**src/rtl/ps2_host_tx.sv**
```systemverilog
// PS/2 host-to-device transmitter: inhibit, request-to-send, bit shifting on device clock, ACK check.
// Optional macro PS2_GLITCH_FILTER_EN adds an 8-sample stability filter on the synchronised PS/2 clock.
module ps2_host_tx #(
   parameter int INHIBIT_CYCLES = 10000,
   parameter int TIMEOUT_CYCLES = 2000000
) (
   input  logic       clk,
   input  logic       reset,
   input  logic [7:0] tx_data,
   input  logic       tx_start,
   output logic       tx_busy,
   output logic       tx_done,
   output logic       tx_error,
   input  logic       ps2_clk_in,
   input  logic       ps2_data_in,
   output logic       ps2_clk_low,
   output logic       ps2_data_low
);

   localparam int INH_W = $clog2(INHIBIT_CYCLES + 1);
   localparam int TO_W  = $clog2(TIMEOUT_CYCLES + 1);
   localparam logic [INH_W-1:0] INH_LAST = INH_W'(INHIBIT_CYCLES - 1);
   localparam logic [TO_W-1:0]  TO_LIMIT = TO_W'(TIMEOUT_CYCLES);

   typedef enum logic [2:0] {
      S_IDLE      = 3'd0,
      S_INHIBIT   = 3'd1,
      S_REQ       = 3'd2,
      S_SEND      = 3'd3,
      S_WAIT_ACK  = 3'd4,
      S_WAIT_IDLE = 3'd5,
      S_DONE      = 3'd6
   } state_t;

   function automatic logic odd_parity(input logic [7:0] d);
      return ~^d;
   endfunction

   logic clk_meta_r, clk_sync_r, data_meta_r, data_sync_r;
   logic clk_lvl_s, clk_last_r, fall_r;

   state_t           state_r, state_next;
   logic [INH_W-1:0] inh_cnt_r, inh_cnt_next;
   logic [TO_W-1:0]  to_cnt_r, to_cnt_next;
   logic [3:0]       edge_cnt_r, edge_cnt_next, edge_inc_s;
   logic [7:0]       shift_r, shift_next;
   logic             par_r, par_next;
   logic             err_flag_r, err_flag_next;
   logic             timeout_s;
   logic             clk_low_next, data_low_next, done_next, error_next, busy_next;

   // Two-flop synchronisers; bus idles high so reset to 1 to avoid a false edge.
   always_ff @(posedge clk) begin
      if (reset) begin
         clk_meta_r  <= 1'b1;
         clk_sync_r  <= 1'b1;
         data_meta_r <= 1'b1;
         data_sync_r <= 1'b1;
      end else begin
         clk_meta_r  <= ps2_clk_in;
         clk_sync_r  <= clk_meta_r;
         data_meta_r <= ps2_data_in;
         data_sync_r <= data_meta_r;
      end
   end

`ifdef PS2_GLITCH_FILTER_EN
   logic [2:0] filt_cnt_r;
   logic       clk_filt_r;

   // Level follows the synchronised clock only after 8 consecutive differing samples.
   always_ff @(posedge clk) begin
      if (reset) begin
         filt_cnt_r <= 3'd0;
         clk_filt_r <= 1'b1;
      end else if (clk_sync_r == clk_filt_r) begin
         filt_cnt_r <= 3'd0;
      end else if (filt_cnt_r == 3'd7) begin
         filt_cnt_r <= 3'd0;
         clk_filt_r <= clk_sync_r;
      end else begin
         filt_cnt_r <= filt_cnt_r + 3'd1;
      end
   end

   assign clk_lvl_s = clk_filt_r;
`else
   assign clk_lvl_s = clk_sync_r;
`endif

   // Registered falling-edge detect on the (optionally filtered) clock level.
   always_ff @(posedge clk) begin
      if (reset) begin
         clk_last_r <= 1'b1;
         fall_r     <= 1'b0;
      end else begin
         clk_last_r <= clk_lvl_s;
         fall_r     <= clk_last_r & ~clk_lvl_s;
      end
   end

   assign edge_inc_s = edge_cnt_r + 4'd1;
   assign timeout_s  = (to_cnt_r == TO_LIMIT);

   // Next-state logic; line drives are computed one cycle ahead so outputs stay registered.
   always_comb begin
      state_next    = state_r;
      inh_cnt_next  = inh_cnt_r;
      to_cnt_next   = to_cnt_r;
      edge_cnt_next = edge_cnt_r;
      shift_next    = shift_r;
      par_next      = par_r;
      err_flag_next = err_flag_r;
      data_low_next = data_low_r_hold();
      case (state_r)
         S_IDLE: begin
            data_low_next = 1'b0;
            if (tx_start) begin
               shift_next    = tx_data;
               par_next      = odd_parity(tx_data);
               err_flag_next = 1'b0;
               inh_cnt_next  = '0;
               state_next    = S_INHIBIT;
            end else begin
               state_next = S_IDLE;
            end
         end
         S_INHIBIT: begin
            if (inh_cnt_r == INH_LAST) begin
               data_low_next = 1'b1;
               state_next    = S_REQ;
            end else begin
               data_low_next = 1'b0;
               inh_cnt_next  = inh_cnt_r + INH_W'(1);
            end
         end
         S_REQ: begin
            data_low_next = 1'b1;
            edge_cnt_next = 4'd0;
            to_cnt_next   = '0;
            state_next    = S_SEND;
         end
         S_SEND: begin
            if (fall_r) begin
               to_cnt_next   = '0;
               edge_cnt_next = edge_inc_s;
               if (edge_inc_s <= 4'd8) begin
                  data_low_next = ~shift_r[0];
                  shift_next    = {1'b0, shift_r[7:1]};
               end else if (edge_inc_s == 4'd9) begin
                  data_low_next = ~par_r;
               end else begin
                  data_low_next = 1'b0;
                  state_next    = S_WAIT_ACK;
               end
            end else if (timeout_s) begin
               data_low_next = 1'b0;
               err_flag_next = 1'b1;
               state_next    = S_DONE;
            end else begin
               to_cnt_next = to_cnt_r + TO_W'(1);
            end
         end
         S_WAIT_ACK: begin
            data_low_next = 1'b0;
            if (fall_r) begin
               err_flag_next = data_sync_r;
               edge_cnt_next = edge_inc_s;
               to_cnt_next   = '0;
               state_next    = S_WAIT_IDLE;
            end else if (timeout_s) begin
               err_flag_next = 1'b1;
               state_next    = S_DONE;
            end else begin
               to_cnt_next = to_cnt_r + TO_W'(1);
            end
         end
         S_WAIT_IDLE: begin
            data_low_next = 1'b0;
            if (clk_lvl_s && data_sync_r) begin
               state_next = S_DONE;
            end else if (timeout_s) begin
               err_flag_next = 1'b1;
               state_next    = S_DONE;
            end else begin
               to_cnt_next = to_cnt_r + TO_W'(1);
            end
         end
         S_DONE: begin
            data_low_next = 1'b0;
            inh_cnt_next  = '0;
            to_cnt_next   = '0;
            edge_cnt_next = 4'd0;
            state_next    = S_IDLE;
         end
         default: begin
            data_low_next = 1'b0;
            state_next    = S_IDLE;
         end
      endcase
      clk_low_next = (state_next == S_INHIBIT) || (state_next == S_REQ);
      done_next    = (state_next == S_DONE);
      error_next   = (state_next == S_DONE) && err_flag_next;
      busy_next    = (state_next != S_IDLE);
   end

   function automatic logic data_low_r_hold();
      return ps2_data_low;
   endfunction

   // State, counters and registered outputs.
   always_ff @(posedge clk) begin
      if (reset) begin
         state_r      <= S_IDLE;
         inh_cnt_r    <= '0;
         to_cnt_r     <= '0;
         edge_cnt_r   <= 4'd0;
         shift_r      <= 8'd0;
         par_r        <= 1'b0;
         err_flag_r   <= 1'b0;
         ps2_clk_low  <= 1'b0;
         ps2_data_low <= 1'b0;
         tx_done      <= 1'b0;
         tx_error     <= 1'b0;
         tx_busy      <= 1'b0;
      end else begin
         state_r      <= state_next;
         inh_cnt_r    <= inh_cnt_next;
         to_cnt_r     <= to_cnt_next;
         edge_cnt_r   <= edge_cnt_next;
         shift_r      <= shift_next;
         par_r        <= par_next;
         err_flag_r   <= err_flag_next;
         ps2_clk_low  <= clk_low_next;
         ps2_data_low <= data_low_next;
         tx_done      <= done_next;
         tx_error     <= error_next;
         tx_busy      <= busy_next;
      end
   end

endmodule

```
**config.mk**
```make
export PLATFORM = sky130hd
export DESIGN_NAME = ps2_host_tx
export DESIGN_NICKNAME = d
export VERILOG_FILES = /design/src/rtl/ps2_host_tx.sv
export SDC_FILE = /design/constraint.sdc
export NUM_CORES = 1
export LEC_CHECK = 0
export CAP_MARGIN = 10
export CORE_MARGIN = 1
export CORE_UTILIZATION = 35
export DETAILED_ROUTE_END_ITERATION = 8
export SLEW_MARGIN = 20
export SYNTH_ARGS = -nofsm -noshare
export SYNTH_HDL_FRONTEND = slang
export SYNTH_SLANG_ARGS = --single-unit
```
**constraint.sdc**
```tcl
create_clock -name clk -period 2.3 [get_ports clk]
set_input_delay 0.23 -clock clk [delete_from_list [all_inputs] [get_ports clk]]
set_output_delay 0.23 -clock clk [all_outputs]
set_load 0.02 [all_outputs]
```
**Word level (Yosys, flattened, before mapping)**

Cells that the tools add are included.

- Bits in registers: 63
- Input bits: 13
- Output and inout port bits: 5
- Logic and storage cells: 96

- Add/subtract/negate cells: 3
- Magnitude comparators: 1
- Equal/unequal tests: 19
- Mux-type cells: 34
- Bitwise gates (word level): 4
- Reduce and logical (&&, ||, !) cells: 17

Operator list:

| cell | count |
|---|---|
| two-way mux 21 bit | 3 |
| case mux 21 bit (3 select lines) | 1 |
| case mux 14 bit (3 select lines) | 1 |
| two-way mux 14 bit | 2 |
| two-way mux 8 bit | 3 |
| adder 21 x 1 -> 21 bit, second input constant | 1 |
| equality test 21 bit, second input constant | 1 |
| two-way mux 3 bit | 7 |
| case mux 3 bit (6 select lines) | 1 |
| case mux 8 bit (2 select lines) | 1 |
| adder 14 x 1 -> 14 bit, second input constant | 1 |
| equality test 14 bit, second input constant | 1 |
| equality test 3 bit, second input constant | 4 |
| two-way mux 1 bit | 11 |
| != test 2 bit, second input constant | 5 |
| equality test 3 x 2 -> 1 bit, second input constant | 3 |
| nonzero test 3 bit | 3 |
| case mux 4 bit (2 select lines) | 1 |
| XNOR reduction 8 bit | 1 |
| equality test 3 x 1 -> 1 bit, second input constant | 2 |
| AND reduction 2 bit | 3 |
| adder 4 x 1 -> 4 bit, second input constant | 1 |
| equality test 4 bit, second input constant | 1 |
| less-or-equal comparator 4 bit, second input constant | 1 |
| other kinds (14) | 19 |

**Depth between registers and ports, before layout**

Gate-level depths: netlist (run 1).

- Depth in word-level cells: 8
- Mapped depth: 9
- Depth with buffers taken out: 8

**Worst setup path after synthesis (run 1)**

Ideal clock, no wire load.

- Path type: reg2reg
- Start: reg to_cnt_r[2]
- End: reg to_cnt_r[18]
- Setup time: 115 ps
- Arrival: 1,959 ps
- Data required time: 2,185 ps
- Slack: 226 ps
- Cell stages (with the launch flop): 7
- Path buffers: 0
- Period minus slack after synthesis: 2,074 ps
- Cells stage by stage: dfxtp_1 or4_4 or4_4 o221ai_2 nor3_1 xnor2_1 nor2_1

- Cells in the longest elaborated chain, start to end: 4
- Elaborated cells on any way between the ends: 6
- Classes of those cells: 1 x add/sub; 1 x eq/ne; 4 x mux

RTL lines:

| what | line | text |
|---|---|---|
| start, declared | 44 | `logic [TO_W-1:0] to_cnt_r, to_cnt_next;` |
| start signal, assigned | 229 | `to_cnt_r <= to_cnt_next;` |
| adder 21 x 1 -> 21 bit or equality test 21 bit (tied branches) | n/a |  |
| two-way mux 21 bit (*) | 156, 171, 182 |  |
| two-way mux 21 bit, on equally long branches | 180, 166 |  |
| case mux 21 bit (3 select lines) (*) | 115 | `case (state_r)` |

Every way passes the cells marked *; elsewhere a longest branch is shown, timed or not. The select of a mux whose other input is x is not followed.
A chain may end at the register's enable or synchronous reset.

**Worst setup path in the final report (run 1)**

- Start: reg to_cnt_r[3]
- End: reg to_cnt_r[18]

The elaborated chain is that of the path after synthesis.

==> results of run 1 <==
-- worst register-to-register path, cell delays in order (launching register included) --
cell and delay [ps]:
dfxtp_1 360, or4_4 540, or4_4 580, o221ai_2 300, nor3_1 100, xnor2_1 150, nor2_1 50
-- cells in the final DEF, fill, tap and decap left out, drive strengths merged, types with 12 or more instances in the layout --
| master | n |
|---|---|
| clkdlybuf4s50 | 17 |
| buf | 14 |
| dfxtp | 63 |
| clkbuf | 12 |
| a21oi | 15 |
| xor2 | 12 |
| nor2 | 56 |
| nor3 | 12 |
| nand2 | 31 |
| xnor2 | 26 |
| inv | 17 |
| o21ai | 14 |
| nand3 | 15 |
-- logic make-up (layout without fill, tap and decap cells) --
group                      after synthesis  after routing
AOI/OAI and AO/OA                       60             60
xor gates and xnor gates                38             38
adders and majority gates                6              6
buffers and inverters                   33             63
DFF                                     63             63
muxes                                    5              5
and+or+nand+nor                        172            172
-- metal layers --
layer | share of wire, % | routed length [um] | global-route usage [%]
met2 | 44 | 2870 | 22.7
met3 | 3.2 | 210 | 3.45
met1 | 51 | 3280 | 19.7
met5 | 0 | 0 | 0
met4 | 1.8 | 118 | 6.20
-- state kept, by name (all words and copies together) (netlist names) --
name / cells
clk_last_r: 1
clk_lvl_s: 1
clk_meta_r: 1
data_meta_r: 1
data_sync_r: 1
edge_cnt_r: 4
err_flag_r: 1
fall_r: 1
inh_cnt_r: 14
par_r: 1
ps2_clk_low: 1
ps2_data_low: 1
shift_r: 8
state_r: 3
to_cnt_r: 21
tx_busy: 1
tx_done: 1
tx_error: 1
-- final timing paths --
kind	end	from	cells past startpoint	slack, ps
hold / removal	fall_r$_SDFF_PP0_	clk_last_r$_SDFF_PP1_	2	410
setup / recovery	to_cnt_r[18]$_SDFFE_PP0P_	to_cnt_r[3]$_SDFFE_PP0P_	6	110
hold reg to reg	fall_r$_SDFF_PP0_	clk_last_r$_SDFF_PP1_	2	410
setup reg to reg	to_cnt_r[18]$_SDFFE_PP0P_	to_cnt_r[3]$_SDFFE_PP0P_	6	110
-- timing repair --
action / CTS / global route
setup endpoints to repair: 0 / 12
hold endpoints to repair: 0 / 0
buffers inserted: 0 / 0
resized for setup: 0 / 2
hold buffers: 0 / 0
-- layout make-up --
type	instances	share of cell area [%]
well taps	108	3.62
flip-flops and latches	63	33.8
inverters	17	1.71
multi-input cells	281	47.3
clock inverters	3	1.74
clock buffers	12	4.43
repair buffers	31	7.38
-- through the flow --
step	hold slack [ps]	power (mW)	worst slack (ps)	instances	util (%)
after floorplan	334	1.26	226	377	-
after global placement	395	1.31	128	500	39.8
after detailed placement	398	1.31	46.8	500	39.8
after CTS	413	2.43	18.0	515	42.5
after global routing	426	2.49	1.14	515	42.6
final	410	2.40	113	515	42.6
-- power groups by stage --
stage	combinational, mW	sequential (mW)	clock (mW)
2_1_floorplan	0.103	1.16	0
3_3_place_gp	0.151	1.16	0
3_5_place_dp	0.154	1.16	0
4_1_cts	0.154	1.14	1.14
5_1_grt	0.172	1.14	1.18
6_report	0.153	1.14	1.11
==> results.py, run 1 <==
metrics = {
    "run_status": {
        "outcome": "finished, final reports clean",
    },
    "synth": {
        "yosysTopAreaCell": "dfxtp_1",
        "yosysSeqAreaShare_pct": 39.8,
        "synth_edf_count": 0,
        "avgSynthCellArea_sq_um": 8.41,
        "synth_xor_area_share_pct": 10.5,
        "synth.mux.area_fraction_pct": 1.58,
        "ys_warn_count": 0,
        "yosys.area_share.simple_pct": 28.3,
        "synth_nets": 396,
        "synth_flop_cell": "dfxtp_1",
        "post-synth-top-count-cell": "dfxtp_1",
        "postSynth.asyncResetShare_pct": 0,
        "syn_area_sq_mm": 0.00317,
        "syn_inst": 377,
        "synth.distinct_cells": 53,
        "synth_common_cells": "dfxtp_1 (63), nor2_1 (56), nand2_1 (31), xnor2_1 (26), inv_1 (17)",
        "synthTopCellsByArea": "dfxtp_1 (40%), xnor2_1 (7.2%), nor2_1 (6.6%)",
        "synth_compound_area_share_pct": 12.7,
        "synth_top_family_by_area": "simple AND/OR/NAND/NOR gates",
        "synth_seq_cells": 63,
        "synthAdderAreaFrac_pct": 2.37,
        "yosysTopAreaCellShare_pct": 39.8,
    },
    "floorplan": {
        "rows": 34,
        "die_h_um": 97.2,
        "ioPinCount": 18,
        "start_util_pct": 36.2,
        "dieArea_sq_mm": 0.00944,
        "dieWidth_um": 97.2,
        "core_sq_mm": 0.00876,
    },
    "placed_design": {
        "dp_hpwl_um": 4730,
        "gp_congestion": 0.775,
        "io_buffers": 17,
        "placed_area_sq_mm": 0.00349,
    },
    "clock_network": {
        "numCtsBuffers": 9,
        "clock_latency_ps": 350,
        "clkTransAtPathRegs_ps": 70,
        "cts_root_buf": "clkbuf_8",
        "cts_max_level": 3,
        "cts.sinks": 63,
        "cts_tree": "built",
        "clockBufferDepth": 2,
    },
    "grt": {
        "grt_first_pass_wirelength_um": 11400,
        "grt_pass1_vias": 2487,
        "grt_antenna_before_repair": 0,
        "grt-ovfl-total": 0,
        "grt_max_degree": 22,
        "grt_util_all_layers_pct": 14.7,
    },
    "timing": {
        "rsz0062_at_grt": "false",
        "fin_crit_ps": 2190,
        "fin_crit_sh_pct": 95.1,
        "hold_viol": 0,
        "max_clock_freq_mhz": 457,
        "setup_tns_ps": 0,
        "drv_slew": 0,
        "max-slew-margin-rel_pct": 52.9,
        "finalClockSkew_ps": 12.1,
        "tightest_slew_ps": 707,
        "setup-violations-final": 0,
    },
    "layout": {
        "multi_input_area_sq_mm": 0.00176,
        "stdcell_area_sq_mm": 0.00373,
        "seq_area_sq_mm": 0.00126,
        "drive_gt1_share_pct": 12.8,
        "layout.nets": 422,
        "syn2layout_area_growth_pct": 17.7,
        "antenna_cells": 0,
        "fillCellCount": 885,
    },
    "routing": {
        "drt_iter0_drc": 107,
        "first_pass_iters": 4,
        "routedWlPerCell_um": 12.6,
        "vias_per_cell": 5.08,
        "drt-total-wl_um": 6480,
        "postRouteAntennaNets": 0,
        "route.detailed.drc": 0,
        "vias": 2616,
    },
    "critical_path": {
        "path_max_fanout": 6,
        "critical_path.max_stage_delay_ps": 580,
        "crit_required_ps": 2540,
        "critPathBufInv": 0,
        "cp_slowest_cell": "or4_4",
        "cp_top_family": "simple AND/OR/NAND/NOR gates",
        "endpoint_kind": "flop",
        "cp.arrival_ps": 2430,
        "worstSetupPathType": "reg2reg",
        "cp_common_cell": "or4_4",
        "critPathLaunchType": "flop",
        "crit_chain": "or4_4 -> or4_4 -> o221ai_2 -> nor3_1 -> xnor2_1 -> nor2_1",
    },
    "power": {
        "peakVddDrop_mv": 0.314,
        "switchingPower_uw": 520,
        "power_frac_seq_pct": 47.3,
        "clkPwrFrac_pct": 46.3,
        "p_int_mw": 1.88,
        "power_density_mw_per_mm2": 644,
        "p_comb_share_pct": 6.4,
        "p_sw_share_pct": 21.6,
        "power.leakage_nw": 1.32,
    },
    "run": {
        "maxCapViolCount": 0,
    },
    "worst_hold_path": {
        "hold_path.class": "reg2reg",
    },
}
Note: power is estimated with default switching activity, not from simulation.
==> run 2, diff against run 1 <==
--- a/config.mk
+++ b/config.mk
@@ -9,6 +9,7 @@
 export CORE_MARGIN = 1
 export CORE_UTILIZATION = 35
 export DETAILED_ROUTE_END_ITERATION = 8
+export SKIP_LAST_GASP = 1
 export SLEW_MARGIN = 20
 export SYNTH_ARGS = -nofsm -noshare
 export SYNTH_HDL_FRONTEND = slang
==> results of run 2 <==
No change in the layout: final DEF, timing and power equal those of run 1.
==> run 3, diff against run 2 <==
--- a/config.mk
+++ b/config.mk
@@ -6,7 +6,6 @@
 export NUM_CORES = 1
 export LEC_CHECK = 0
 export CAP_MARGIN = 10
-export CORE_MARGIN = 1
 export CORE_UTILIZATION = 35
 export DETAILED_ROUTE_END_ITERATION = 8
 export SKIP_LAST_GASP = 1
==> constraint.sdc (replaced) <==
create_clock -name clk -period 2.2 [get_ports clk]
set_input_delay 0.22 -clock clk [delete_from_list [all_inputs] [get_ports clk]]
set_output_delay 0.22 -clock clk [all_outputs]
set_load 0.02 [all_outputs]
==> run 3 against run 2 <==
Clock skew fell by 1.8 ps. Maximum frequency grew 2.4%. Final cell count up 1.7%. Clock-buffer cell count is 1 lower. Combinational power up 12%. Wire length is essentially flat. Sequential share of layout area down 0.40 points. Flip-flop and latch count unchanged.
==> results.py, run 3 (synthesized netlist as in run 1, its figures left out) <==
metrics = {
    "layout": {
        "syn2layout_area_growth_pct": 19.1,
        "antenna_cells": 0,
        "largest_register_ffs": 21,
        "layout.cells.non_filler": 524,
        "largest-register": "to_cnt_r",
        "biggestRegsByFlops": "to_cnt_r (21), inh_cnt_r (14), shift_r (8)",
        "drive_gt1_share_pct": 14.2,
        "layout.nets": 432,
        "final_cell_mix": "dfxtp_1 (63), nor2_1 (56), nand2_1 (31)",
        "layout_commonest_cell": "dfxtp_1",
    },
    "grt": {
        "grt_max_degree": 22,
        "grt_util_all_layers_pct": 14.9,
        "grt_pass1_vias": 2628,
        "grt_first_pass_wirelength_um": 11600,
        "grt_antenna_before_repair": 0,
        "grt-ovfl-total": 0,
    },
    "critical_path": {
        "crit_chain": "or4_4 -> or4_4 -> o221ai_2 -> nor3_1 -> xnor2_1 -> nor2_1",
        "crit_required_ps": 2430,
        "path_max_fanout": 6,
        "endpoint_kind": "flop",
        "cp.arrival_ps": 2370,
        "worstSetupPathType": "reg2reg",
        "cp_top_family": "simple AND/OR/NAND/NOR gates",
        "critPathBufInv": 0,
        "critical_path.max_stage_delay_ps": 570,
        "cp_common_cell": "or4_4",
        "cp_slowest_cell": "or4_4",
        "critPathLaunchType": "flop",
    },
    "power": {
        "power_density_mw_per_mm2": 621,
        "peakVddDrop_mv": 0.292,
        "power.total_mw": 2.34,
        "power.leakage_nw": 1.35,
    },
    "timing": {
        "finalClockSkew_ps": 10.4,
        "drv_slew": 0,
        "max-slew-margin-rel_pct": 49.3,
        "rsz0062_at_grt": "true",
        "max_clock_freq_mhz": 468,
        "fin_crit_sh_pct": 97.1,
        "setup-violations-final": 0,
        "fin_crit_ps": 2140,
        "tightest_slew_ps": 761,
        "hold_viol": 0,
        "setup_tns_ps": 0,
    },
    "placed_design": {
        "dp_hpwl_um": 4740,
        "place_inst": 510,
        "io_buffers": 17,
        "gp_congestion": 0.816,
    },
    "run_status": {
        "outcome": "finished, final reports clean",
    },
    "worst_hold_path": {
        "hold_path.class": "reg2reg",
    },
    "clock_network": {
        "numCtsBuffers": 9,
        "clkTransAtPathRegs_ps": 70,
        "clock_latency_ps": 340,
        "cts_tree": "built",
        "cts_max_level": 3,
        "cts_root_buf": "clkbuf_8",
        "clockBufferDepth": 2,
        "cts.sinks": 63,
    },
    "routing": {
        "first_pass_iters": 4,
        "drt-total-wl_um": 6480,
        "postRouteAntennaNets": 0,
        "vias": 2698,
        "vias_per_cell": 5.15,
        "route.detailed.drc": 0,
        "drt_iter0_drc": 125,
        "routedWlPerCell_um": 12.4,
    },
    "run": {
        "maxCapViolCount": 0,
    },
    "floorplan": {
        "start_util_pct": 36.2,
        "dieWidth_um": 97.2,
        "rows": 34,
        "die_h_um": 97.2,
        "dieArea_sq_mm": 0.00944,
        "core_sq_mm": 0.00876,
        "ioPinCount": 18,
    },
}
[run 3: final cells by class]
cell class,count,area (sq um)
Tap cell,108,135
Sequential cell,63,1260
Timing Repair Buffer,41,363
Clock buffer,11,141
Fill cell,859,4990
Inverter,17,63.8
Clock inverter,3,45.0
Multi-Input combinational cell,281,1770
[run 3: path summary, 6_finish.rpt]
check / cells after the start / to / slack (ps) / start
min reg2reg: 2 / fall_r$_SDFF_PP0_ / 410 / clk_last_r$_SDFF_PP1_
max: 6 / to_cnt_r[18]$_SDFFE_PP0P_ / 60 / to_cnt_r[4]$_SDFFE_PP0P_
max reg2reg: 6 / to_cnt_r[18]$_SDFFE_PP0P_ / 60 / to_cnt_r[4]$_SDFFE_PP0P_
min: 2 / fall_r$_SDFF_PP0_ / 410 / clk_last_r$_SDFF_PP1_
[run 3: per-layer routing]
| layer | track usage, % | vias to the layer above | share of wire [%] |
|---|---|---|---|
| met4 | 7.35 | 0 | 1.7 |
| li1 | - | 1386 | - |
| met5 | 0 | - | 0 |
| met2 | 24.4 | 49 | 44 |
| met3 | 2.81 | 11 | 3.1 |
| met1 | 18.9 | 1252 | 51 |
[run 3: metrics by stage]
stage,instance area [sq um],util [%],setup WS [ps],hold WS [ps]
2_1_floorplan,3170,-,126,324
3_3_place_gp,3580,40.8,88.7,393
3_5_place_dp,3580,40.8,63.2,396
4_1_cts,3770,43.0,65.1,408
5_1_grt,3770,43.1,-51.2,426
6_report,3770,43.1,64.7,408
[run 3: power by group]
group          leakage [nW]  internal [mW]  switching (mW)
clock                0.0875          0.542           0.443
combinational         0.752         0.0870          0.0848
sequential            0.512           1.17          0.0184
[run 3: worst min-delay path: cells and delay by family, from the launching register on]
family                 cells  cell delay, ps
DFF                        1             300
and+or+nand+nor            1              30
buffers and inverters      1              40
[run 3: timing repair]
action                                  CTS  global route
endpoints found under the hold margin     0             0
gates resized for setup                   0             2
endpoints found under the setup margin    0             4
hold buffers                              0             0
setup buffers                             0             0
